**src/rtl/mem_port_arbiter_if.sv**
```systemverilog
// Bus bundle between the I/D requesters, the arbiter and the shared memory.
// slave  : the arbiter's view (takes requests and memory replies, drives responses and strobes)
// master : the environment's view (requesters plus memory)
interface mem_port_arbiter_if #(
  parameter int DATA_W = 256,
  parameter int ADDR_W = 32
);
  localparam int BE_W = DATA_W / 8;

  logic              i_read;
  logic [ADDR_W-1:0] i_address;
  logic [DATA_W-1:0] i_rdata;
  logic              i_resp;

  logic              d_read;
  logic              d_write;
  logic [ADDR_W-1:0] d_address;
  logic [DATA_W-1:0] d_wdata;
  logic [BE_W-1:0]   d_byte_en;
  logic [DATA_W-1:0] d_rdata;
  logic              d_resp;

  logic              mem_read;
  logic              mem_write;
  logic [ADDR_W-1:0] mem_address;
  logic [DATA_W-1:0] mem_wdata;
  logic [BE_W-1:0]   mem_byte_en;
  logic [DATA_W-1:0] mem_rdata;
  logic              mem_resp;

  modport slave (
    input  i_read, i_address,
    output i_rdata, i_resp,
    input  d_read, d_write, d_address, d_wdata, d_byte_en,
    output d_rdata, d_resp,
    output mem_read, mem_write, mem_address, mem_wdata, mem_byte_en,
    input  mem_rdata, mem_resp
  );

  modport master (
    output i_read, i_address,
    input  i_rdata, i_resp,
    output d_read, d_write, d_address, d_wdata, d_byte_en,
    input  d_rdata, d_resp,
    input  mem_read, mem_write, mem_address, mem_wdata, mem_byte_en,
    output mem_rdata, mem_resp
  );
endinterface

```
**src/rtl/mem_port_arbiter.sv**
```systemverilog
// Shares one memory port between instruction fetch (I) and data (D).
// One transaction at a time, round-robin on contention, saturating perf counters.
//
// state   | meaning
// IDLE    | no transaction; arbitrate pending requests on the next edge
// SERVE_I | I transaction on the memory port, waiting for mem_resp
// SERVE_D | D transaction on the memory port, waiting for mem_resp
module mem_port_arbiter #(
  parameter int DATA_W = 256,
  parameter int ADDR_W = 32,
  parameter int PERF_W = 32
) (
  input  logic              clk,
  input  logic              rst_n,
  mem_port_arbiter_if.slave bus,
  input  logic              perf_clear,
  output logic [PERF_W-1:0] perf_i_grant,
  output logic [PERF_W-1:0] perf_d_grant,
  output logic [PERF_W-1:0] perf_conflict
);
  localparam int BE_W = DATA_W / 8;

  localparam logic [1:0] IDLE    = 2'd0;
  localparam logic [1:0] SERVE_I = 2'd1;
  localparam logic [1:0] SERVE_D = 2'd2;

  logic [1:0]        state;
  logic              last_grant_d;
  logic [ADDR_W-1:0] addr_q;
  logic [DATA_W-1:0] wdata_q;
  logic [BE_W-1:0]   be_q;
  logic              write_q;

  logic i_req;
  logic d_req;
  logic grant_i;
  logic grant_d;
  logic conflict_hit;

  // Arbitration: a lone request wins; on a tie the port not granted last time wins.
  always_comb begin
    i_req        = bus.i_read;
    d_req        = bus.d_read | bus.d_write;
    grant_d      = (state == IDLE) & d_req & (~i_req | ~last_grant_d);
    grant_i      = (state == IDLE) & i_req & ~grant_d;
    conflict_hit = ((state == SERVE_I) & d_req) | ((state == SERVE_D) & i_req);
  end

  // State sequencing; a serve state is left only on the memory's done pulse.
  always_ff @(posedge clk or negedge rst_n) begin
    if (!rst_n) begin
      state <= IDLE;
    end else begin
      case (state)
        IDLE: begin
          if (grant_d)      state <= SERVE_D;
          else if (grant_i) state <= SERVE_I;
        end
        SERVE_I, SERVE_D: begin
          if (bus.mem_resp) state <= IDLE;
        end
        default: state <= IDLE;
      endcase
    end
  end

  // Capture the granted request so the memory sees stable values even if the requester changes them.
  always_ff @(posedge clk or negedge rst_n) begin
    if (!rst_n) begin
      last_grant_d <= 1'b0;
      addr_q       <= '0;
      wdata_q      <= '0;
      be_q         <= '0;
      write_q      <= 1'b0;
    end else if (grant_d) begin
      last_grant_d <= 1'b1;
      addr_q       <= bus.d_address;
      wdata_q      <= bus.d_wdata;
      be_q         <= bus.d_byte_en;
      write_q      <= bus.d_write;
    end else if (grant_i) begin
      last_grant_d <= 1'b0;
      addr_q       <= bus.i_address;
      write_q      <= 1'b0;
    end
  end

  // Memory-side outputs depend only on state and latched values, never on live requests.
  always_comb begin
    bus.mem_read    = (state == SERVE_I) | ((state == SERVE_D) & ~write_q);
    bus.mem_write   = (state == SERVE_D) & write_q;
    bus.mem_address = addr_q;
    bus.mem_wdata   = wdata_q;
    bus.mem_byte_en = be_q;
    bus.i_resp      = bus.mem_resp & (state == SERVE_I);
    bus.d_resp      = bus.mem_resp & (state == SERVE_D);
    bus.i_rdata     = bus.mem_rdata;
    bus.d_rdata     = bus.mem_rdata;
  end

  // I grant counter; clear beats increment, holds at all-ones.
  always_ff @(posedge clk or negedge rst_n) begin
    if (!rst_n)                           perf_i_grant <= '0;
    else if (perf_clear)                  perf_i_grant <= '0;
    else if (grant_i && !(&perf_i_grant)) perf_i_grant <= perf_i_grant + 1'b1;
  end

  // D grant counter; clear beats increment, holds at all-ones.
  always_ff @(posedge clk or negedge rst_n) begin
    if (!rst_n)                           perf_d_grant <= '0;
    else if (perf_clear)                  perf_d_grant <= '0;
    else if (grant_d && !(&perf_d_grant)) perf_d_grant <= perf_d_grant + 1'b1;
  end

  // Counts cycles one port waits while the other owns the memory.
  always_ff @(posedge clk or negedge rst_n) begin
    if (!rst_n)                                 perf_conflict <= '0;
    else if (perf_clear)                        perf_conflict <= '0;
    else if (conflict_hit && !(&perf_conflict)) perf_conflict <= perf_conflict + 1'b1;
  end
endmodule
```
**src/flat_wrapper.sv**
```systemverilog
// flat-port wrapper written by rule: the top's interface ports become plain ports
module mem_port_arbiter_flat 
#(
  parameter int DATA_W = 256,
  parameter int ADDR_W = 32,
  parameter int PERF_W = 32
)
  (clk, rst_n, perf_clear, perf_i_grant, perf_d_grant, perf_conflict, bus_i_read, bus_i_address, bus_i_rdata, bus_i_resp, bus_d_read, bus_d_write, bus_d_address, bus_d_wdata, bus_d_byte_en, bus_d_rdata, bus_d_resp, bus_mem_read, bus_mem_write, bus_mem_address, bus_mem_wdata, bus_mem_byte_en, bus_mem_rdata, bus_mem_resp);
  mem_port_arbiter_if #(.DATA_W(DATA_W), .ADDR_W(ADDR_W)) bus_i ();
  input  logic clk;
  input  logic rst_n;
  input  logic perf_clear;
  output logic [PERF_W-1:0] perf_i_grant;
  output logic [PERF_W-1:0] perf_d_grant;
  output logic [PERF_W-1:0] perf_conflict;
  input wire logic [$bits(bus_i.i_read)-1:0] bus_i_read;
  input wire logic [$bits(bus_i.i_address)-1:0] bus_i_address;
  output wire logic [$bits(bus_i.i_rdata)-1:0] bus_i_rdata;
  output wire logic [$bits(bus_i.i_resp)-1:0] bus_i_resp;
  input wire logic [$bits(bus_i.d_read)-1:0] bus_d_read;
  input wire logic [$bits(bus_i.d_write)-1:0] bus_d_write;
  input wire logic [$bits(bus_i.d_address)-1:0] bus_d_address;
  input wire logic [$bits(bus_i.d_wdata)-1:0] bus_d_wdata;
  input wire logic [$bits(bus_i.d_byte_en)-1:0] bus_d_byte_en;
  output wire logic [$bits(bus_i.d_rdata)-1:0] bus_d_rdata;
  output wire logic [$bits(bus_i.d_resp)-1:0] bus_d_resp;
  output wire logic [$bits(bus_i.mem_read)-1:0] bus_mem_read;
  output wire logic [$bits(bus_i.mem_write)-1:0] bus_mem_write;
  output wire logic [$bits(bus_i.mem_address)-1:0] bus_mem_address;
  output wire logic [$bits(bus_i.mem_wdata)-1:0] bus_mem_wdata;
  output wire logic [$bits(bus_i.mem_byte_en)-1:0] bus_mem_byte_en;
  input wire logic [$bits(bus_i.mem_rdata)-1:0] bus_mem_rdata;
  input wire logic [$bits(bus_i.mem_resp)-1:0] bus_mem_resp;
  assign bus_i.i_read = bus_i_read;
  assign bus_i.i_address = bus_i_address;
  assign bus_i_rdata = bus_i.i_rdata;
  assign bus_i_resp = bus_i.i_resp;
  assign bus_i.d_read = bus_d_read;
  assign bus_i.d_write = bus_d_write;
  assign bus_i.d_address = bus_d_address;
  assign bus_i.d_wdata = bus_d_wdata;
  assign bus_i.d_byte_en = bus_d_byte_en;
  assign bus_d_rdata = bus_i.d_rdata;
  assign bus_d_resp = bus_i.d_resp;
  assign bus_mem_read = bus_i.mem_read;
  assign bus_mem_write = bus_i.mem_write;
  assign bus_mem_address = bus_i.mem_address;
  assign bus_mem_wdata = bus_i.mem_wdata;
  assign bus_mem_byte_en = bus_i.mem_byte_en;
  assign bus_i.mem_rdata = bus_mem_rdata;
  assign bus_i.mem_resp = bus_mem_resp;
  mem_port_arbiter #(.DATA_W(DATA_W), .ADDR_W(ADDR_W), .PERF_W(PERF_W)) u_core (.clk(clk), .rst_n(rst_n), .bus(bus_i), .perf_clear(perf_clear), .perf_i_grant(perf_i_grant), .perf_d_grant(perf_d_grant), .perf_conflict(perf_conflict));
endmodule
```
**config.mk**
```make
export PLATFORM = sky130hd
export DESIGN_NAME = mem_port_arbiter_flat
export DESIGN_NICKNAME = d
export VERILOG_FILES = /design/src/rtl/mem_port_arbiter_if.sv /design/src/rtl/mem_port_arbiter.sv /design/src/flat_wrapper.sv
export SDC_FILE = /design/constraint.sdc
export NUM_CORES = 1
export LEC_CHECK = 0
export CORE_AREA = 2 2 609 611
export CTS_CLUSTER_DIAMETER = 30
export DETAILED_ROUTE_END_ITERATION = 6
export DIE_AREA = 0 0 611 613
export GPL_TIMING_DRIVEN = 1
export PLACE_DENSITY_LB_ADDON = 0.12
export SKIP_CTS_REPAIR_TIMING = 1
export SYNTH_ARGS = -nofsm -noshare
export SYNTH_HDL_FRONTEND = slang
export SYNTH_SLANG_ARGS = --single-unit
```
**constraint.sdc**
```tcl
create_clock -name clk -period 4.4 [get_ports clk]
set_input_delay 0.44 -clock clk [delete_from_list [all_inputs] [get_ports clk]]
set_output_delay 0.44 -clock clk [all_outputs]
set_load 0.02 [all_outputs]
```
# == Yosys cells after proc, flatten, opt, wreduce, memory -nomap -nowiden ==
# Cells that the tools add are included.
# totals
register_bits,420
input_bits,615
out_inout_bits,932
wordCells,65
# op_classes
addsub,3
eq_ne,4
mux,15
bitwise_logic,18
n_reduce_logical,16
# ops
cell,count
two-way mux 32 bit,8
adder 32 x 1 -> 32 bit (second input constant),3
AND reduction 32 bit,3
AND 1 bit,10
nonzero test 2 bit,4
two-way mux 2 bit,3
NOT 1 bit,4
OR 1 bit,4
one-hot mux 2 bit (2 select lines),1
logical AND 1 bit,3
zero test 1 bit,3
two-way mux 1 bit,3
!= test 3 x 1 -> 1 bit (second input constant),1
== test 2 x 1 -> 1 bit (second input constant),1
== test 2 bit (second input constant),1
zero test 2 bit,1
!= test 2 bit (second input constant),1
AND reduction 2 bit,1
OR reduction 2 bit,1

# == Logic depth before layout (Yosys ltp) ==
# Gate-level depths: netlist (run 1).
# depth
depth_word,8
ltp_mapped,9
mapped_depth_nobuf,7

# == Least setup slack after synthesis (run 1) ==
# OpenSTA, ideal clock, no wires.
# synth_timing
path_kind,flip-flop to flip-flop
startpoint,register u_core.state[0]
endpoint,register u_core.perf_i_grant[23]
setup_ns,0.125
t_arrival_ns,2.446
setup_slack_ns,1.829
path_stages_with_launch,10
period_less_slack_ns,2.571
path_cell_list,dfrtp_1 -> inv_1 -> ha_1 -> nand2_2 -> or2_0 -> clkbuf_1 -> or4b_4 -> buf_6 -> nor4_1 -> mux2_2
# synth_via
elab_chain_len,7
word_cells_on_any_way,8
cone_classes,5 x bitwise; 3 x reduce/logical
# synth_rtl
item,line_no,rtl
from (decl),mem_port_arbiter.sv:27,logic [1:0] state;
from (signal assigned),mem_port_arbiter.sv:52,state <= IDLE;
from (signal assigned),mem_port_arbiter.sv:56,if (grant_d) state <= SERVE_D;
from (signal assigned),mem_port_arbiter.sv:57,else if (grant_i) state <= SERVE_I;
zero test 2 bit *,"mem_port_arbiter.sv:44, mem_port_arbiter.sv:45",
AND 1 bit (2 in a row),mem_port_arbiter.sv:44,grant_d = (state == IDLE) & d_req & (~i_req | ~last_grant_d);
NOT 1 bit,mem_port_arbiter.sv:45,grant_i = (state == IDLE) & i_req & ~grant_d;
AND 1 bit *,mem_port_arbiter.sv:45,
logical AND 1 bit *,mem_port_arbiter.sv:105,else if (grant_i && !(&perf_i_grant)) perf_i_grant <= perf_i_grant + 1'b1;
nonzero test 2 bit (no line) *,n/a,
to (signal assigned),mem_port_arbiter.sv:105,
to (decl),mem_port_arbiter.sv:17,"output logic [PERF_W-1:0] perf_i_grant,"
# Every way passes the cells marked *; elsewhere a longest branch is shown, timed or not.
# A chain may end at the register's enable or synchronous reset.

# == Final worst setup path (run 1) ==
# layout_timing
startpoint,register u_core.state[0]
endpoint,"register u_core.be_q[31], in the netlist u_core.bus.mem_byte_en[31]"
# layout_via
elab_chain_len,3
# layout_rtl
item,line_no,rtl
zero test 2 bit,mem_port_arbiter.sv:44,
AND 1 bit (2 in a row),mem_port_arbiter.sv:44,
to (signal assigned),mem_port_arbiter.sv:79,be_q <= bus.d_byte_en;
to (decl),mem_port_arbiter.sv:31,logic [BE_W-1:0] be_q;
# Every way passes these cells.

==> results of run 1 <==
power by group through the flow:
stage / Sequential, mW / Clock, mW / Combinational [mW]
after floorplan: 7.93 / 0 / 3.05
after global placement: 6.36 / 0 / 11.0
after detailed placement: 6.35 / 0 / 11.0
after CTS: 6.37 / 13.9 / 11.0
after global routing: 6.53 / 14.1 / 11.5
final: 6.30 / 13.4 / 10.3
logic make-up (layout without fill, tap and decap cells):
logic type / Yosys count / after routing / synth area share [%]
adder cells (fa/ha/maj): 6 / 6 / 0.344
buffers and inverters: 626 / 1209 / 19.7
other: 0 / 5 / 0
XOR/XNOR: 12 / 12 / 0.482
AND/OR/NAND/NOR: 1205 / 1205 / 23.6
multiplexers: 45 / 45 / 2.14
flip-flops: 420 / 420 / 48.2
AO/OA/AOI/OAI: 197 / 197 / 5.56
registers in the layout (all words and copies together), names as in the netlist:
name / cells
u_core.bus.mem_byte_en: 32
u_core.bus.mem_wdata: 256
u_core.bus.mem_address: 32
u_core.write_q: 1
u_core.last_grant_d: 1
u_core.perf_d_grant: 32
u_core.state: 2
u_core.perf_conflict: 32
u_core.perf_i_grant: 32
area by class of cell:
class | instances | area (um^2) | area share (%)
Clock buffer | 368 | 6330 | 16.5
Timing Repair Buffer | 822 | 8230 | 21.4
Multi-Input combinational cell | 1465 | 7010 | 18.2
Sequential cell | 420 | 10500 | 27.4
Clock inverter | 11 | 243 | 0.632
Antenna cell | 5 | 12.5 | 0.0326
Inverter | 8 | 30.0 | 0.0782
Tap cell | 4837 | 6050 | 15.8
worst reg2reg max path, stage by stage, from the launching register on:
cell and delay, ns:
dfrtp_1 0.40, inv_1 0.10, ha_1 0.26, a21boi_0 0.67
nor2b_4 0.32, buf_12 0.28, buf_12 0.36, nand2_1 0.52
nand2_1 0.11
cell usage after synthesis, drive strengths merged (4+ instances only):
master    n  area, um^2
nand2   950        3570
buf     524        3910
dfrtp   420       10500
clkbuf   94         353
a21oi    66         330
o21ai    61         305
or4      45         342
nor2     40         150
o31ai    40         300
mux2i    33         330
nand3    30         150
or3      27         169
nand4    24         150
and3     15        93.8
nor2b    15        93.8
nor4     14         103
mux2     12         135
and4     10        87.6
xor2     10        87.6
and2      9        56.3
nor3      9        45.0
inv       8        30.0
nand2b    8        50.1
ha        6        75.1
o21a      5        37.5
a31o      4        35.0
o211ai    4        30.0
o21ba     4        40.0
or2       4        25.0
worst max-delay path by stage:
stage                                      startpoint                                endpoint  slack (ns)  cells past startpoint
after global placement                     bus_i_read  u_core.bus.mem_byte_en[31]$_DFFE_PN0P_        1.09                      7
after floorplan           u_core.state[0]$_DFFE_PN0P_     u_core.perf_i_grant[23]$_DFFE_PN0P_        1.83                      9
after CTS                 u_core.state[0]$_DFFE_PN0P_  u_core.bus.mem_byte_en[31]$_DFFE_PN0P_        1.13                      8
final                     u_core.state[0]$_DFFE_PN0P_  u_core.bus.mem_byte_en[31]$_DFFE_PN0P_        1.23                      8
after detailed placement                   bus_i_read  u_core.bus.mem_byte_en[31]$_DFFE_PN0P_        0.98                      7
after global routing      u_core.state[0]$_DFFE_PN0P_  u_core.bus.mem_byte_en[31]$_DFFE_PN0P_        0.95                      8
per-layer routing:
metal | track usage [%] | routed length (um)
met5 | 1.69 | 1130
met4 | 2.89 | 5810
met3 | 8.01 | 32300
met2 | 14.0 | 78000
met1 | 9.10 | 62200
stage by stage:
| stage | cell area, um^2 | instances | util, % | power, mW | hold WS (ns) |
|---|---|---|---|---|---|
| 3_5_place_dp | 31800 | 7551 | 8.65 | 17.3 | 0.462 |
| 3_3_place_gp | 31800 | 7551 | 8.65 | 17.4 | 0.458 |
| 5_1_grt | 38400 | 7932 | 10.4 | 32.2 | 0.00807 |
| 2_1_floorplan | 21800 | 2511 | - | 11.0 | 0.144 |
| 6_report | 38400 | 7936 | 10.4 | 30.0 | 0.0784 |
| 4_1_cts | 38400 | 7930 | 10.4 | 31.3 | -0.344 |
==> impl_metrics.ini, run 1 <==
[synthesis]
seq_area_frac_synth_pct = 48.2
synth.avg_cell_area_um2 = 8.68
syn_nets = 3132
ys_async_sr_fraction_pct = 100
synth_edf_count = 0
yosys_register_bits = 420
synth_flop_cell = dfrtp_1
ys_warn_count = 0
ys_types = 54
syn_area_um2 = 21800
syn_inst = 2511

[critical_path]
critPathKind = reg -> reg
crit_family = buffers and inverters
critPathCaptureType = flop
reg2reg_depth = 8
r2r_slack_ns = 1.23
start_kind = flop
required_ns = 5.09
slowest_delay_ns = 0.67
r2r-start = u_core.state[0]$_DFFE_PN0P_
path_cells = inv_1, ha_1, a21boi_0, nor2b_4, buf_12, buf_12, nand2_1, nand2_1
crit_fanout = 106
critPathBufInv = 3
cp_slowest_cell = a21boi_0
crit-reg2reg-capture = u_core.bus.mem_byte_en[31]$_DFFE_PN0P_
worstPathArrival_ns = 3.87

[worst_hold_path]
holdPathEnd = u_core.bus.mem_wdata[81]$_DFFE_PN0P_
whs_path_depth = 3
min_path_type = in -> reg
hp-start = bus_d_wdata[81]

[clock_network]
numCtsBuffers = 214
clockRootBuffer = clkbuf_16
clk_path_buf_depth = 4
numClockSinks = 420
cts_tree = done
htreeDepth = 4
insertion_delay_ns = 0.83
clk_pin_slew_ns = 0.04

[detailed_routing]
dr.pass1.iters = 5
route.antenna.remaining_nets = 0
drt_iter0_drc = 802
wirelength_um = 179000
drc = 0
wl_per_cell_um = 22.6
vias = 19609
vias_per_cell = 2.47

[sta]
finalSetupTns_ns = 0
finalSetupViolations = 0
fmax_mhz = 315
max_slew_margin_pct = 32.1
rsz0062_at_grt = false
layout_setup_ws_ns = 1.23
skew_ns = 0.0848
fin_crit_ns = 3.17
worst_pin_slew_ns = 1.02
fin_crit_sh_pct = 72.1
final_max_slew_viol_count = 0
hold_viol = 0

[cells_and_area]
mostFrequentLayoutCells = 949 x nand2_1, 775 x clkdlybuf4s50_1, 420 x dfrtp_1
mostFrequentLayoutCell = nand2_1
nets = 3552
areaGrowthSynthToFinish_pct = 76.3
fillers = 42415
drive_above_1_share_pct = 11.0

[power]
peakVddDrop_uv = 358
leakage_nw = 15.3
p_int_mw = 18.6
sequentialPowerShare_pct = 21.0
switching_share_pct = 38.1
powerDensity_nw_per_um2 = 781
comb_power_share_pct = 34.4
power_switching_mw = 11.4
p_clk_share_pct = 44.6

[floorplan]
rows = 223
fp.dieH_um = 613
die-area_um2 = 375000
die_w_um = 611
ios = 1547
start_util_pct = 5.93
core_area_um2 = 368000

[global_routing]
overflow = 0
antenna_found_initial = 75
grt_use_total_pct = 9.23
grt_pass1_vias = 21052
grt_max_degree = 107
grt_pass1_wl_um = 228000

[run]
drv_cap = 0

[placed_design]
port_buffers = 778
preCtsSetupSlack_ns = 0.981
dp_hpwl_um = 144000
place.gp.congestion = 0.681

[outcome]
status = complete, no violations
No activity file was read; power rests on OpenSTA's default activity.
==> run 2: changes to the inputs <==
CORE_AREA = 2 2 601 603   (was 2 2 609 611)
DIE_AREA = 0 0 603 605   (was 0 0 611 613)
clock period = 2.6 ns   (was 4.4 ns; I/O delays follow)
==> run 2 against run 1 <==
Against the previous run:
- worst hold slack got worse by 0.074 ns
- routed wire length fell by 3.4%
- die area fell by 2.6%
- global-route usage down 0.10 points
- largest cell class is now buffers
- largest power group unchanged
- highest routed layer unchanged
==> impl_metrics.ini, run 2 (synthesized netlist as in run 1, its figures left out) <==
[global_routing]
overflow = 0
grt_pass1_wl_um = 222000
grt_pass1_vias = 21691
grt_max_degree = 64
antenna_found_initial = 63
grt_use_total_pct = 9.12

[detailed_routing]
vias = 20890
wirelength_um = 173000
drt_iter0_drc = 847
wl_per_cell_um = 21.1
drc = 0
dr.pass1.iters = 5
vias_per_cell = 2.54
route.antenna.remaining_nets = 0

[placed_design]
preCtsSetupSlack_ns = -0.144
dp.cells = 7630
place.gp.congestion = 0.733
port_buffers = 778
dp_hpwl_um = 140000

[worst_hold_path]
min_path_type = in -> reg
hp-start = bus_d_wdata[99]

[clock_network]
cts_tree = done
insertion_delay_ns = 0.85
clockRootBuffer = clkbuf_16
numClockSinks = 420
clk_pin_slew_ns = 0.04
clk_path_buf_depth = 4
numCtsBuffers = 207
htreeDepth = 4

[critical_path]
r2r-start = u_core.state[0]$_DFFE_PN0P_
path_cells = inv_1, ha_2, nand2_2, or2_4, buf_4, or3_1, or4_1, a21oi_1
worstPathArrival_ns = 3.24
slowest_delay_ns = 0.53
crit_family = simple AND/OR/NAND/NOR gates
cp-startpoint = u_core.state[0]$_DFFE_PN0P_
critPathBufInv = 2
cp_slowest_cell = or4_1
required_ns = 3.39
crit_fanout = 8
critPathKind = reg -> reg
critPathCaptureType = flop
start_kind = flop

[floorplan]
ios = 1547
die-area_um2 = 365000
start_util_pct = 6.09
rows = 220
core_area_um2 = 358000
die_w_um = 603
fp.dieH_um = 605

[cells_and_area]
largest_reg_flops = 256
drive_above_1_share_pct = 15.3
instances_no_fill = 8234
mostFrequentLayoutCell = nand2_1
post-route-util_pct = 11.7
areaGrowthSynthToFinish_pct = 92.3
mostFrequentLayoutCells = 949 x nand2_1, 757 x clkdlybuf4s50_1, 420 x dfrtp_1
nets = 3907
fillers = 41113

[sta]
fin_crit_ns = 2.45
finalSetupViolations = 0
rsz0062_at_grt = false
layout_setup_ws_ns = 0.149
fmax_mhz = 408
worst_pin_slew_ns = 0.894
fin_crit_sh_pct = 94.3
whs_ns = 0.00484
final_max_slew_viol_count = 0
hold_viol = 0
max_slew_margin_pct = 39.9
skew_ns = 0.0612

[power]
leakage_nw = 17.1
peakVddDrop_uv = 484
powerDensity_nw_per_um2 = 1220

[run]
drv_cap = 0

[outcome]
status = complete, no violations
[run 2: cell types whose count changed in the layout (fill, tap and decap cells not counted), moves of 2 or more]
cell	change
clkbuf_8	+27
diode_2	+6
dlygate4sd3_1	+218
clkdlybuf4s50_1	-18
clkbuf_1	-32
clkbuf_16	-8
clkinv_2	+5
clkinv_8	+4
buf_12	+18
dlymetal6s2s_1	+5
buf_4	+139
clkinv_16	-2
[run 2: area by class of cell]
class | instances | area [um^2] | area share [%]
multi-input combinational | 1465 | 7020 | 16.8
timing repair buffer | 1184 | 11700 | 27.9
clock inverter | 18 | 262 | 0.624
sequential | 420 | 10500 | 25.1
tap | 4773 | 5970 | 14.2
inverter | 8 | 30.0 | 0.0717
antenna | 11 | 27.5 | 0.0657
clock buffer | 355 | 6390 | 15.2
[run 2: worst register-to-register path, delay by kind of cell, from the launching register on]
kind	cells	cell delay (ns)
AOI/OAI and AO/OA	1	0.18
buffers and inverters	2	0.23
DFF	1	0.36
and+or+nand+nor	4	1.39
adders and majority gates	1	0.23
[run 2: worst paths after layout]
kind	to	slack [ns]	cells past startpoint
hold reg to reg	u_core.bus.mem_wdata[186]$_DFFE_PN0P_	0.47	2
hold / removal	u_core.bus.mem_wdata[99]$_DFFE_PN0P_	0.005	3
max in group asynchronous	u_core.bus.mem_wdata[216]$_DFFE_PN0P_	1.89	4
setup reg to reg	u_core.perf_i_grant[9]$_DFFE_PN0P_	0.15	8
setup / recovery	u_core.perf_i_grant[9]$_DFFE_PN0P_	0.15	8
min in group asynchronous	u_core.perf_conflict[29]$_DFFE_PN0P_	0.10	3
[run 2: where the power goes]
part	switching [mW]	leakage (nW)	internal, mW
clock	6.54	3.24	16.2
combinational	10.6	8.58	6.90
sequential	1.87	5.32	9.09
[run 2: routing by layer]
layer  track usage (%)  part of all wire (%)
met1              9.72                    38
met2              13.5                    43
met3              7.16                    16
met4              2.85                   3.2
met5              2.09                  0.58
[run 2: per-stage QoR]
| stage | power (mW) | TNS [ns] | area [um^2] |
|---|---|---|---|
| after floorplan | 18.6 | 0 | 21800 |
| after global placement | 29.2 | -0.819 | 33000 |
| after detailed placement | 29.1 | -0.737 | 33000 |
| after CTS | 52.8 | -0.798 | 39600 |
| after global routing | 54.8 | 0 | 41900 |
| final | 51.3 | 0 | 41900 |
==> run 3: changes to the inputs <==
CORE_AREA = 2 2 609 611   (was 2 2 601 603)
CTS_CLUSTER_SIZE = 25   (was unset)
DIE_AREA = 0 0 611 613   (was 0 0 603 605)
DONT_BUFFER_PORTS = 1   (was unset)
GPL_ROUTABILITY_DRIVEN = 0   (was unset)
==> run 3 against run 2 <==
Against the previous run:
- sequential power increased by 46%
- combinational power decreased by 56%
- fmax increased by 1.5%
- global-route usage decreased by 0.26 points
- first-iteration DRC count decreased by 0.24%
- worst setup slack improved by 0.036 ns
- register-to-register slack improved by 0.04 ns
- clock skew increased by 0.027 ns
- via count decreased by 11%
- largest cell class is now sequential cells
==> impl_metrics.ini, run 3 (synthesized netlist as in run 1, its figures left out) <==
[detailed_routing]
wl_per_cell_um = 22.6
wl_met2_um = 75400
vias = 18608
highest_layer = met5
drc = 0
route.antenna.remaining_nets = 0
wirelength_um = 173000
wl_met3_um = 35000
dr.pass1.iters = 5
wl_met1_um = 55900
drt_iter0_drc = 845
vias_per_cell = 2.43

[critical_path]
crit_end = u_core.perf_i_grant[23]$_DFFE_PN0P_
start_kind = flop
critPathKind = reg -> reg
reg2reg_depth = 7
worstPathArrival_ns = 3.14
r2r-start = u_core.state[1]$_DFFE_PN0P_
crit_fanout = 10
crit-reg2reg-capture = u_core.perf_i_grant[23]$_DFFE_PN0P_
cp-startpoint = u_core.state[1]$_DFFE_PN0P_
critPathCaptureType = flop
r2r_slack_ns = 0.19
required_ns = 3.32

[global_routing]
grt_use_total_pct = 8.87
grt_pass1_wl_um = 214000
grt_max_degree = 421
grt_pass1_vias = 18138
antenna_found_initial = 105
overflow = 0

[floorplan]
start_util_pct = 5.93
rows = 223
fp.dieH_um = 613
die-area_um2 = 375000
die_w_um = 611
core_area_um2 = 368000
ios = 1547

[cells_and_area]
instances_no_fill = 7661
final_area_um2 = 35300
drive_above_1_share_pct = 17.8
mostFrequentLayoutCells = 949 x nand2_1, 420 x dfrtp_1, 377 x dlygate4sd3_1
areaGrowthSynthToFinish_pct = 61.9
fillers = 42604
largest_reg_flops = 256
nets = 3286
mostFrequentLayoutCell = nand2_1

[placed_design]
dp_hpwl_um = 140000
preCtsSetupSlack_ns = -0.0490
dp.cells = 6922
port_buffers = 0
place_area_um2 = 25200

[power]
peakVddDrop_uv = 633
leakage_nw = 14.6
powerDensity_nw_per_um2 = 1280
power_mw = 45.0

[sta]
max_slew_margin_pct = 13.1
fin_crit_sh_pct = 92.9
final_max_slew_viol_count = 0
rsz0062_at_grt = false
finalSetupViolations = 0
skew_ns = 0.0883
hold_viol = 0
layout_setup_ws_ns = 0.185
fin_crit_ns = 2.41
fmax_mhz = 414
finalSetupTns_ns = 0
worst_pin_slew_ns = 1.30

[clock_network]
clk_pin_slew_ns = 0.04
htreeDepth = 4
cts_tree = done
insertion_delay_ns = 0.84
clockRootBuffer = clkbuf_16
numCtsBuffers = 193
numClockSinks = 420
clk_path_buf_depth = 4

[worst_hold_path]
min_path_type = in -> reg

[run]
drv_cap = 0

[outcome]
status = complete, no violations
## run 3: how the worst min path moves through the flow
stage	cells past startpoint	from	endpoint	slack (ns)
after floorplan	0	rst_n	u_core.bus.mem_address[0]$_DFFE_PN0P_	-0.04
after global placement	0	rst_n	u_core.perf_conflict[28]$_DFFE_PN0P_	-0.008
after detailed placement	0	rst_n	u_core.perf_conflict[24]$_DFFE_PN0P_	0.01
after CTS	0	rst_n	u_core.perf_conflict[24]$_DFFE_PN0P_	-0.97
after global routing	3	bus_d_wdata[13]	u_core.bus.mem_wdata[13]$_DFFE_PN0P_	0.001
final	3	bus_d_read	u_core.last_grant_d$_DFFE_PN0P_	0.03
## run 3: per-layer routing
metal,vias to the layer above,GRT usage (%)
met4,24,2.70
li1,8040,-
met1,8606,8.17
met5,-,1.34
met3,507,8.63
met2,1431,13.5
## run 3: worst max-delay path, cell delays in order (launching register included)
cell	delay, ns
dfrtp_1	0.37
inv_1	0.11
ha_1	0.20
nand2_2	0.09
or2_4	0.30
or4b_4	0.62
nor4_2	0.27
mux2_2	0.36
## run 3: report_power, final
group          internal [mW]  leakage, nW  switching (mW)
clock                   14.9         2.98            6.24
sequential              9.01         5.32            7.09
combinational           2.69         6.26            5.05
## run 3: layout make-up
class	count	area [um^2]	area share, %
Inverter	8	30.0	0.0851
Antenna cell	18	45.0	0.128
Sequential cell	420	10500	29.8
Clock inverter	20	274	0.776
Tap cell	4837	6050	17.1
Multi-Input combinational cell	1465	7020	19.9
Timing Repair Buffer	577	5530	15.7
Clock buffer	316	5830	16.5
## run 3: through the flow
stage	hold slack [ns]	utilization, %
floorplan	-0.0356	-
global placement	-0.00797	6.85
detailed placement	0.0114	6.85
CTS	-0.967	8.51
global route	0.00147	9.59
finish	0.0344	9.60
